[src/rtl/ikaopll_bus_sequencer.sv]
// ikaopll_bus_sequencer: queued CPU-bus write sequencer for IKAOPLL cores.
// Commands {chip, A0, data} are queued on i_EMUCLK. Each one is replayed as a
// SETUP / STROBE / HOLD / WAIT bus cycle, and the cycle only advances on
// phiM-enabled edges.
module ikaopll_bus_sequencer #(
    parameter int FIFO_DEPTH = 16,
    parameter int NUM_CHIPS  = 1,
    parameter int CHIPW      = (NUM_CHIPS > 1) ? $clog2(NUM_CHIPS) : 1,
    parameter int WR_PULSE   = 2,
    parameter int ADDR_WAIT  = 12,
    parameter int DATA_WAIT  = 84
) (
    input  logic                          i_EMUCLK,
    input  logic                          i_RST,
    input  logic                          i_phiM_PCEN_n,
    input  logic                          i_CMD_VALID,
    input  logic [CHIPW+8:0]              i_CMD,
    output logic                          o_CMD_READY,
    output logic [NUM_CHIPS-1:0]          o_CS_n,
    output logic                          o_WR_n,
    output logic                          o_A0,
    output logic [7:0]                    o_D,
    output logic                          o_D_OE,
    output logic                          o_BUSY,
    output logic [$clog2(FIFO_DEPTH):0]   o_LEVEL
);

    localparam int PTRW = $clog2(FIFO_DEPTH);
    localparam int CMDW = CHIPW + 9;

    localparam logic [PTRW-1:0] PTR_ONE    = 1;
    localparam logic [PTRW:0]   LVL_ONE    = 1;
    localparam logic [PTRW:0]   LVL_FULL   = FIFO_DEPTH[PTRW:0];
    localparam logic [7:0]      PULSE_LOAD = 8'(WR_PULSE - 1);
    localparam logic [7:0]      ADDR_W8    = 8'(ADDR_WAIT);
    localparam logic [7:0]      DATA_W8    = 8'(DATA_WAIT);

    typedef enum logic [2:0] {
        S_IDLE,
        S_SETUP,
        S_STROBE,
        S_HOLD,
        S_WAIT
    } state_t;

    state_t            state_q, state_d;
    logic [7:0]        cnt_q, cnt_d;
    logic [PTRW-1:0]   wr_ptr_q, wr_ptr_d;
    logic [PTRW-1:0]   rd_ptr_q, rd_ptr_d;
    logic [PTRW:0]     level_q, level_d;
    logic              ready_q, ready_d;
    logic              a0_q, a0_d;
    logic [7:0]        data_q, data_d;
    logic [CHIPW-1:0]  chip_q, chip_d;
    logic [CMDW-1:0]   mem_q [FIFO_DEPTH];

    logic              phi_en;
    logic              push;
    logic              pop;
    logic              strobe;
    logic [7:0]        wait_len;
    logic [CMDW-1:0]   head;

    assign phi_en   = ~i_phiM_PCEN_n;
    // READY is registered, so a push never depends combinationally on a same-edge pop.
    assign push     = i_CMD_VALID & ready_q;
    assign pop      = phi_en & (state_q == S_IDLE) & (level_q != '0);
    assign head     = mem_q[rd_ptr_q];
    assign wait_len = a0_q ? DATA_W8 : ADDR_W8;
    assign strobe   = (state_q == S_STROBE);

    // Command storage: written on every accepted push, no reset needed.
    always_ff @(posedge i_EMUCLK) begin
        if (push) mem_q[wr_ptr_q] <= i_CMD;
    end

    // Queue pointers, occupancy and registered READY.
    always_comb begin
        wr_ptr_d = wr_ptr_q;
        rd_ptr_d = rd_ptr_q;
        level_d  = level_q;
        if (push) wr_ptr_d = wr_ptr_q + PTR_ONE;
        if (pop)  rd_ptr_d = rd_ptr_q + PTR_ONE;
        case ({push, pop})
            2'b10:   level_d = level_q + LVL_ONE;
            2'b01:   level_d = level_q - LVL_ONE;
            default: level_d = level_q;
        endcase
        ready_d = (level_d != LVL_FULL);
    end

    // Bus-cycle sequencing; every transition is gated by the phiM enable.
    always_comb begin
        state_d = state_q;
        cnt_d   = cnt_q;
        a0_d    = a0_q;
        data_d  = data_q;
        chip_d  = chip_q;
        if (phi_en) begin
            case (state_q)
                S_IDLE: begin
                    if (level_q != '0) begin
                        {chip_d, a0_d, data_d} = head;
                        state_d = S_SETUP;
                    end
                end
                S_SETUP: begin
                    cnt_d   = PULSE_LOAD;
                    state_d = S_STROBE;
                end
                S_STROBE: begin
                    if (cnt_q == 8'd0) state_d = S_HOLD;
                    else               cnt_d   = cnt_q - 8'd1;
                end
                S_HOLD: begin
                    // A zero wait skips WAIT entirely so the command costs exactly pulse+3.
                    if (wait_len == 8'd0) begin
                        state_d = S_IDLE;
                    end else begin
                        cnt_d   = wait_len - 8'd1;
                        state_d = S_WAIT;
                    end
                end
                S_WAIT: begin
                    if (cnt_q == 8'd0) state_d = S_IDLE;
                    else               cnt_d   = cnt_q - 8'd1;
                end
                default: state_d = S_IDLE;
            endcase
        end
    end

    // State and control registers with synchronous active-high reset.
    always_ff @(posedge i_EMUCLK) begin
        if (i_RST) begin
            state_q  <= S_IDLE;
            cnt_q    <= 8'd0;
            wr_ptr_q <= '0;
            rd_ptr_q <= '0;
            level_q  <= '0;
            ready_q  <= 1'b0;
            a0_q     <= 1'b0;
            data_q   <= 8'h00;
            chip_q   <= '0;
        end else begin
            state_q  <= state_d;
            cnt_q    <= cnt_d;
            wr_ptr_q <= wr_ptr_d;
            rd_ptr_q <= rd_ptr_d;
            level_q  <= level_d;
            ready_q  <= ready_d;
            a0_q     <= a0_d;
            data_q   <= data_d;
            chip_q   <= chip_d;
        end
    end

    // Chip selects decoded from state; an out-of-range chip index selects nobody.
    always_comb begin
        o_CS_n = '1;
        for (int i = 0; i < NUM_CHIPS; i++) begin
            o_CS_n[i] = ~(strobe & (chip_q == CHIPW'(i)));
        end
    end

    assign o_WR_n      = ~strobe;
    assign o_A0        = a0_q;
    assign o_D         = data_q;
    assign o_D_OE      = (state_q == S_SETUP) | (state_q == S_STROBE) | (state_q == S_HOLD);
    assign o_BUSY      = (state_q != S_IDLE) | (level_q != '0);
    assign o_LEVEL     = level_q;
    assign o_CMD_READY = ready_q;

endmodule

[config.mk]
export PLATFORM = sky130hd
export DESIGN_NAME = ikaopll_bus_sequencer
export DESIGN_NICKNAME = d
export VERILOG_FILES = /design/src/rtl/ikaopll_bus_sequencer.sv
export SDC_FILE = /design/constraint.sdc
export NUM_CORES = 1
export LEC_CHECK = 0
export CORE_ASPECT_RATIO = 0.5
export CORE_MARGIN = 4
export CORE_UTILIZATION = 50
export DETAILED_ROUTE_END_ITERATION = 16
export GPL_TIMING_DRIVEN = 0
export PLACE_DENSITY = 0.68
export SYNTH_ARGS = -nofsm -noshare
export SYNTH_HDL_FRONTEND = slang
export SYNTH_SLANG_ARGS = --single-unit
[constraint.sdc]
create_clock -name i_EMUCLK -period 4.57 [get_ports i_EMUCLK]
set_clock_uncertainty 0.15 [all_clocks]
set_input_delay 0.6855 -clock i_EMUCLK [delete_from_list [all_inputs] [get_ports i_EMUCLK]]
set_output_delay 0.6855 -clock i_EMUCLK [all_outputs]
set_load 0.02 [all_outputs]
# Word-level counts from Yosys, hierarchy flattened
# Memories as Yosys holds them, arrays and structs flattened. A register that Yosys moved wholly into a read port is not among the register bits.
# Index checks and enable logic that the tools add are counted.
[totals]
ff_bits = 25
ramBits = 160
in_bits = 14
out_inout_bits = 19
elab_cells = 58
n_memories = 1
[classes]
n_addsub = 6
n_eq_ne = 12
n_mux = 12
n_bitwise = 11
n_reduce_logical = 10
[memory_table]
columns = ["name", "depth", "word_bits", "read_ports", "rd_clocked_by_memory_dff", "wr", "line_no", "source"]
rows = [
  ["mem_q", 16, 10, 1, 1, 1, "55", "logic [CMDW-1:0] mem_q [FIFO_DEPTH];"],
]
[op_table]
columns = ["op", "count"]
rows = [
  ["case mux 8 bit (3 select lines)", 1],
  ["zero test 8 bit", 2],
  ["two-way mux 8 bit", 2],
  ["case mux 3 bit (5 select lines)", 1],
  ["two-way mux 3 bit", 4],
  ["case mux 5 bit (2 select lines)", 1],
  ["adder 4 x 1 -> 4 bit, second input constant", 2],
  ["AND reduction 4 bit", 2],
  ["subtractor 7 x 1 -> 8 bit, second input constant", 1],
  ["subtractor 8 x 1 -> 8 bit, second input constant", 1],
  ["two-way mux 7 bit", 1],
  ["equality test 3 x 2 -> 1 bit, second input constant", 2],
  ["inequality test 2 bit, second input constant", 3],
  ["nonzero test 3 bit", 2],
  ["adder 5 x 1 -> 5 bit, second input constant", 1],
  ["inequality test 5 bit, second input constant", 1],
  ["nonzero test 5 bit", 1],
  ["subtractor 5 x 1 -> 5 bit, second input constant", 1],
  ["bitwise AND 1 bit", 4],
  ["inequality test 2 x 1 -> 1 bit, second input constant", 2],
  ["NOT 1 bit", 4],
  ["equality test 3 x 1 -> 1 bit, second input constant", 1],
  ["equality test 3 bit, second input constant", 1],
  ["zero test 3 bit", 1],
  ["6 further kinds", 9],
]

# Logic depth before layout (Yosys ltp)
[depth]
depth_word = 6
depth_mapped = 12
mapped_depth_nobuf = 10

# Least setup slack after synthesis
# No wires, ideal clock.
[synth_path]
path_kind = "reg-to-reg"
from = "reg level_q[2], in the netlist o_LEVEL[2]"
to = "reg ready_q, in the netlist o_CMD_READY"
setup_time_ns = 0.136
arrival_ns = 2.766
required_ns = 4.284
setup_slack_ns = 1.518
path_stages_with_launch = 13
path_buffers = 3
period_less_slack_ns = 3.052
cell_sequence = "dfxtp_1 buf_6 or4_4 or2_2 nand2_1 inv_1 buf_2 ha_1 clkbuf_1 nor2b_1 mux2i_1 xor2_1 a41oi_2"
[synth_between]
elab_chain_len = 5
elab_cells_between_ends = 8
classes_between = "add/sub (2); eq/ne (3); mux (1); bitwise (1); reduce/logical (1)"
[synth_lines]
columns = ["item", "line_no", "source"]
rows = [
  ["start: declaration", "50", "logic [PTRW:0] level_q, level_d;"],
  ["start signal: assignment", "150", "level_q <= level_d;"],
  ["branches (longest 3 deep; another with subtractor 5 x 1 -> 5 bit)", "--", ""],
  ["case mux 5 bit (2 select lines) *", "84", "case ({push, pop})"],
  ["inequality test 5 bit *", "89", "ready_d = (level_d != LVL_FULL);"],
  ["end signal: assignment", "151", "ready_q <= ready_d;"],
  ["end: declaration", "51", "logic ready_q, ready_d;"],
]
# Mark *: on every way between the ends.
# A chain may end at the register's enable or synchronous reset.

# Worst setup path in the final report
[layout_path]
from = "reg level_q[0], in the netlist o_LEVEL[0]"
to = "out o_BUSY"
[layout_between]
elab_chain_len = 2
[layout_lines]
columns = ["item", "line_no", "source"]
rows = [
  ["nonzero test 5 bit", "170", "assign o_BUSY = (state_q != S_IDLE) | (level_q != '0);"],
  ["OR 1 bit", "170", ""],
  ["end: declaration", "24", "output logic o_BUSY,"],
]
# Every way passes these cells.

==> results_dict.tcl <==
set metrics [dict create \
    drtIter0Drc 422 \
    slowest_delay_ns 0.56 \
    power_uw 4600 \
    start_util_pct 51.5 \
    postCtsSetupBuffers 0 \
    wl_per_cell_um 22.3 \
    synth_cell_type_count 54 \
    required_ns 3.73 \
    clkTransAtPathRegs_ns 0.07 \
    clock.fmax_mhz 286 \
    timing.hold.ws_ns 0.319 \
    detailroute.via_count 4375 \
    layout-drive-gt1-share_pct 20.1 \
    min_path_type "reg2reg" \
    die_w_um 187 \
    fillCellCount 1131 \
    cts_hold_buf 0 \
    dr.pass1.iters 5 \
    layout_min_cycle_time_ns 3.49 \
    syn_area_per_cell_um2 16.6 \
    regArea_um2 5510 \
    synth_top_area_share_pct 60.2 \
    syn2layout_area_growth_pct 15.0 \
    antenna_cells 0 \
    cts_tree "yes" \
    cts_resized 0 \
    worstSkewPairLatency_ns 0.43 \
    drc_errors 0 \
    synth_xor_area_share_pct 1.32 \
    multi_input_area_um2 2340 \
    coreArea_um2 15500 \
    dieHeight_um 97.3 \
    worstPathMaxFanout 8 \
    wl_um 16700 \
    grt-ovfl-total 0 \
    yosys_warnings 0 \
    cts_buffers 17 \
    cts_buffer_depth 2 \
    nets 557 \
    ir_drop_mv 0.252 \
    final-setup-viol-count 0 \
    yosysMostFrequentCell "edfxtp_1" \
    synth_ff_type "edfxtp_1" \
    ios 33 \
    row_count 32 \
    ys_seq_elements 195 \
    syn-num-nets 503 \
    die_area_um2 18200 \
    crit_type "reg2out" \
    dp_hpwl_um 10700 \
    cp-start-kind "register" \
    tightest_slew_ns 1.31 \
    hold_violations 0 \
    cp-end-kind "primary output" \
    rsz0062_at_grt "no" \
    final_max_slew_viol_count 0 \
    cap_violations 0 \
    ys_top_cells_by_area "edfxtp_1 60%, mux4_2 14%, dfxtp_1 8.8%" \
    synth_adder_area_share_pct 1.26 \
    crit_chain "or4_4 -> or2_2 -> or4_1 -> clkdlybuf4s50_1" \
    cpMaxStageDelayCell "or4_4" \
    maxSlewHeadroom_pct 12.4 \
    antenna_found_initial 0 \
    synth-edff-count 160 \
    powerDensity_nw_per_um2 502 \
    clock-sinks 195 \
    viasPerCell 5.83 \
    outcome "complete, no violations" \
    grt_max_degree 20 \
    setup_tns_ns 0 \
    cts_max_level 4 \
    p_leak_uw 0.00293 \
    portBuffers 31 \
    track_usage_pct 19.0 \
    async_reset_ff_share_pct 0 \
    synth_compound_area_share_pct 4.72 \
    placement.cell_area_um2 8610 \
    synth_top_family_by_area "multiplexers" \
    yosys.area_share.simple_pct 6.87 \
    synth_cells 481 \
    grt_pass1_wl_um 25700 \
    worstPathArrival_ns 2.66 \
    ant_nets 0 \
    synth_area_um2 7980 \
    synth_common_cells "160 x edfxtp_1, 50 x mux4_2, 42 x nand2_1, 40 x nor2_1, 35 x dfxtp_1" \
    cts_root_buf "clkbuf_16" \
    finalInstanceArea_um2 9170 \
    place.gp.congestion 0.818 \
    fin_crit_sh_pct 76.4 \
    synthMuxAreaShare_pct 14.9 \
    ys_seq_area_share_pct 69.0 \
    grt_pass1_vias 4268 \
    yosysTopAreaCell "edfxtp_1" \
]
layout by cell type, fill, tap and decap left out, types with 17 or more instances in the layout:
| master | instances |
|---|---|
| clkbuf_1 | 20 |
| nand2_1 | 42 |
| dfxtp_1 | 35 |
| edfxtp_1 | 160 |
| clkbuf_16 | 17 |
| clkdlybuf4s50_1 | 31 |
| mux4_2 | 50 |
| nor2_1 | 40 |
| a21oi_1 | 23 |
cell type report:
class,count,area share (%)
flip-flops and latches,195,60.0
multi-input cells,250,25.5
clock buffers,17,4.64
repair buffers,35,3.87
well taps,204,2.78
clock inverters,14,1.53
plain buffers,30,1.42
inverters,6,0.246
stage by stage:
| stage | setup slack (ns) | utilization, % | cells |
|---|---|---|---|
| 2_1_floorplan | 1.52 | - | 481 |
| 3_3_place_gp | 0.617 | 55.1 | 716 |
| 3_5_place_dp | 0.842 | 55.5 | 720 |
| 4_1_cts | 1.07 | 59.2 | 751 |
| 5_1_grt | 0.987 | 59.2 | 751 |
| 6_report | 1.08 | 59.2 | 751 |
routing by layer:
layer  part of all wire (%)  track usage (%)
met2                     48             30.6
met4                   0.68             4.09
met1                     44             26.5
met5                      0                0
met3                    7.5             5.10
state kept, by name, summed over array words and instances, names as in the netlist:
| name | flops |
|---|---|
| mem_q | 160 |
| cnt_q | 8 |
| chip_q | 1 |
| o_CMD_READY | 1 |
| wr_ptr_q | 4 |
| state_q | 3 |
| o_D | 8 |
| o_LEVEL | 5 |
| o_A0 | 1 |
| rd_ptr_q | 4 |
report_power, final:
| part | total [µW] | switching (µW) | internal (µW) |
|---|---|---|---|
| combinational | 1090 | 593 | 502 |
| clock | 1430 | 708 | 726 |
| sequential | 2070 | 70.5 | 2000 |
| total | 4600 | 1370 | 3230 |
cell families (layout without fill, tap and decap cells):
kind of cell    count (synthesis)  in the layout
buf+inv                        36            102
mux                            56             56
simple gates                  119            119
xor+xnor                       12             12
compound gates                 55             55
flops                         195            195
fa+ha+maj                       8              8
critical path: cells and delay by family (launching register included):
| family | cells | cell delay [ns] |
|---|---|---|
| and+or+nand+nor | 3 | 1.28 |
| buffers and inverters | 1 | 0.55 |
| DFF | 1 | 0.40 |
worst paths after layout:
path / from / end / slack (ns) / depth (start not counted)
setup reg to reg: o_LEVEL[0] / o_CMD_READY / 1.28 / 11
hold reg to reg: o_D[1] / o_D[1] / 0.32 / 2
setup / recovery: o_LEVEL[0] / o_BUSY / 1.08 / 4
hold / removal: o_D[1] / o_D[1] / 0.32 / 2
Note: power is estimated with default switching activity, not from simulation.
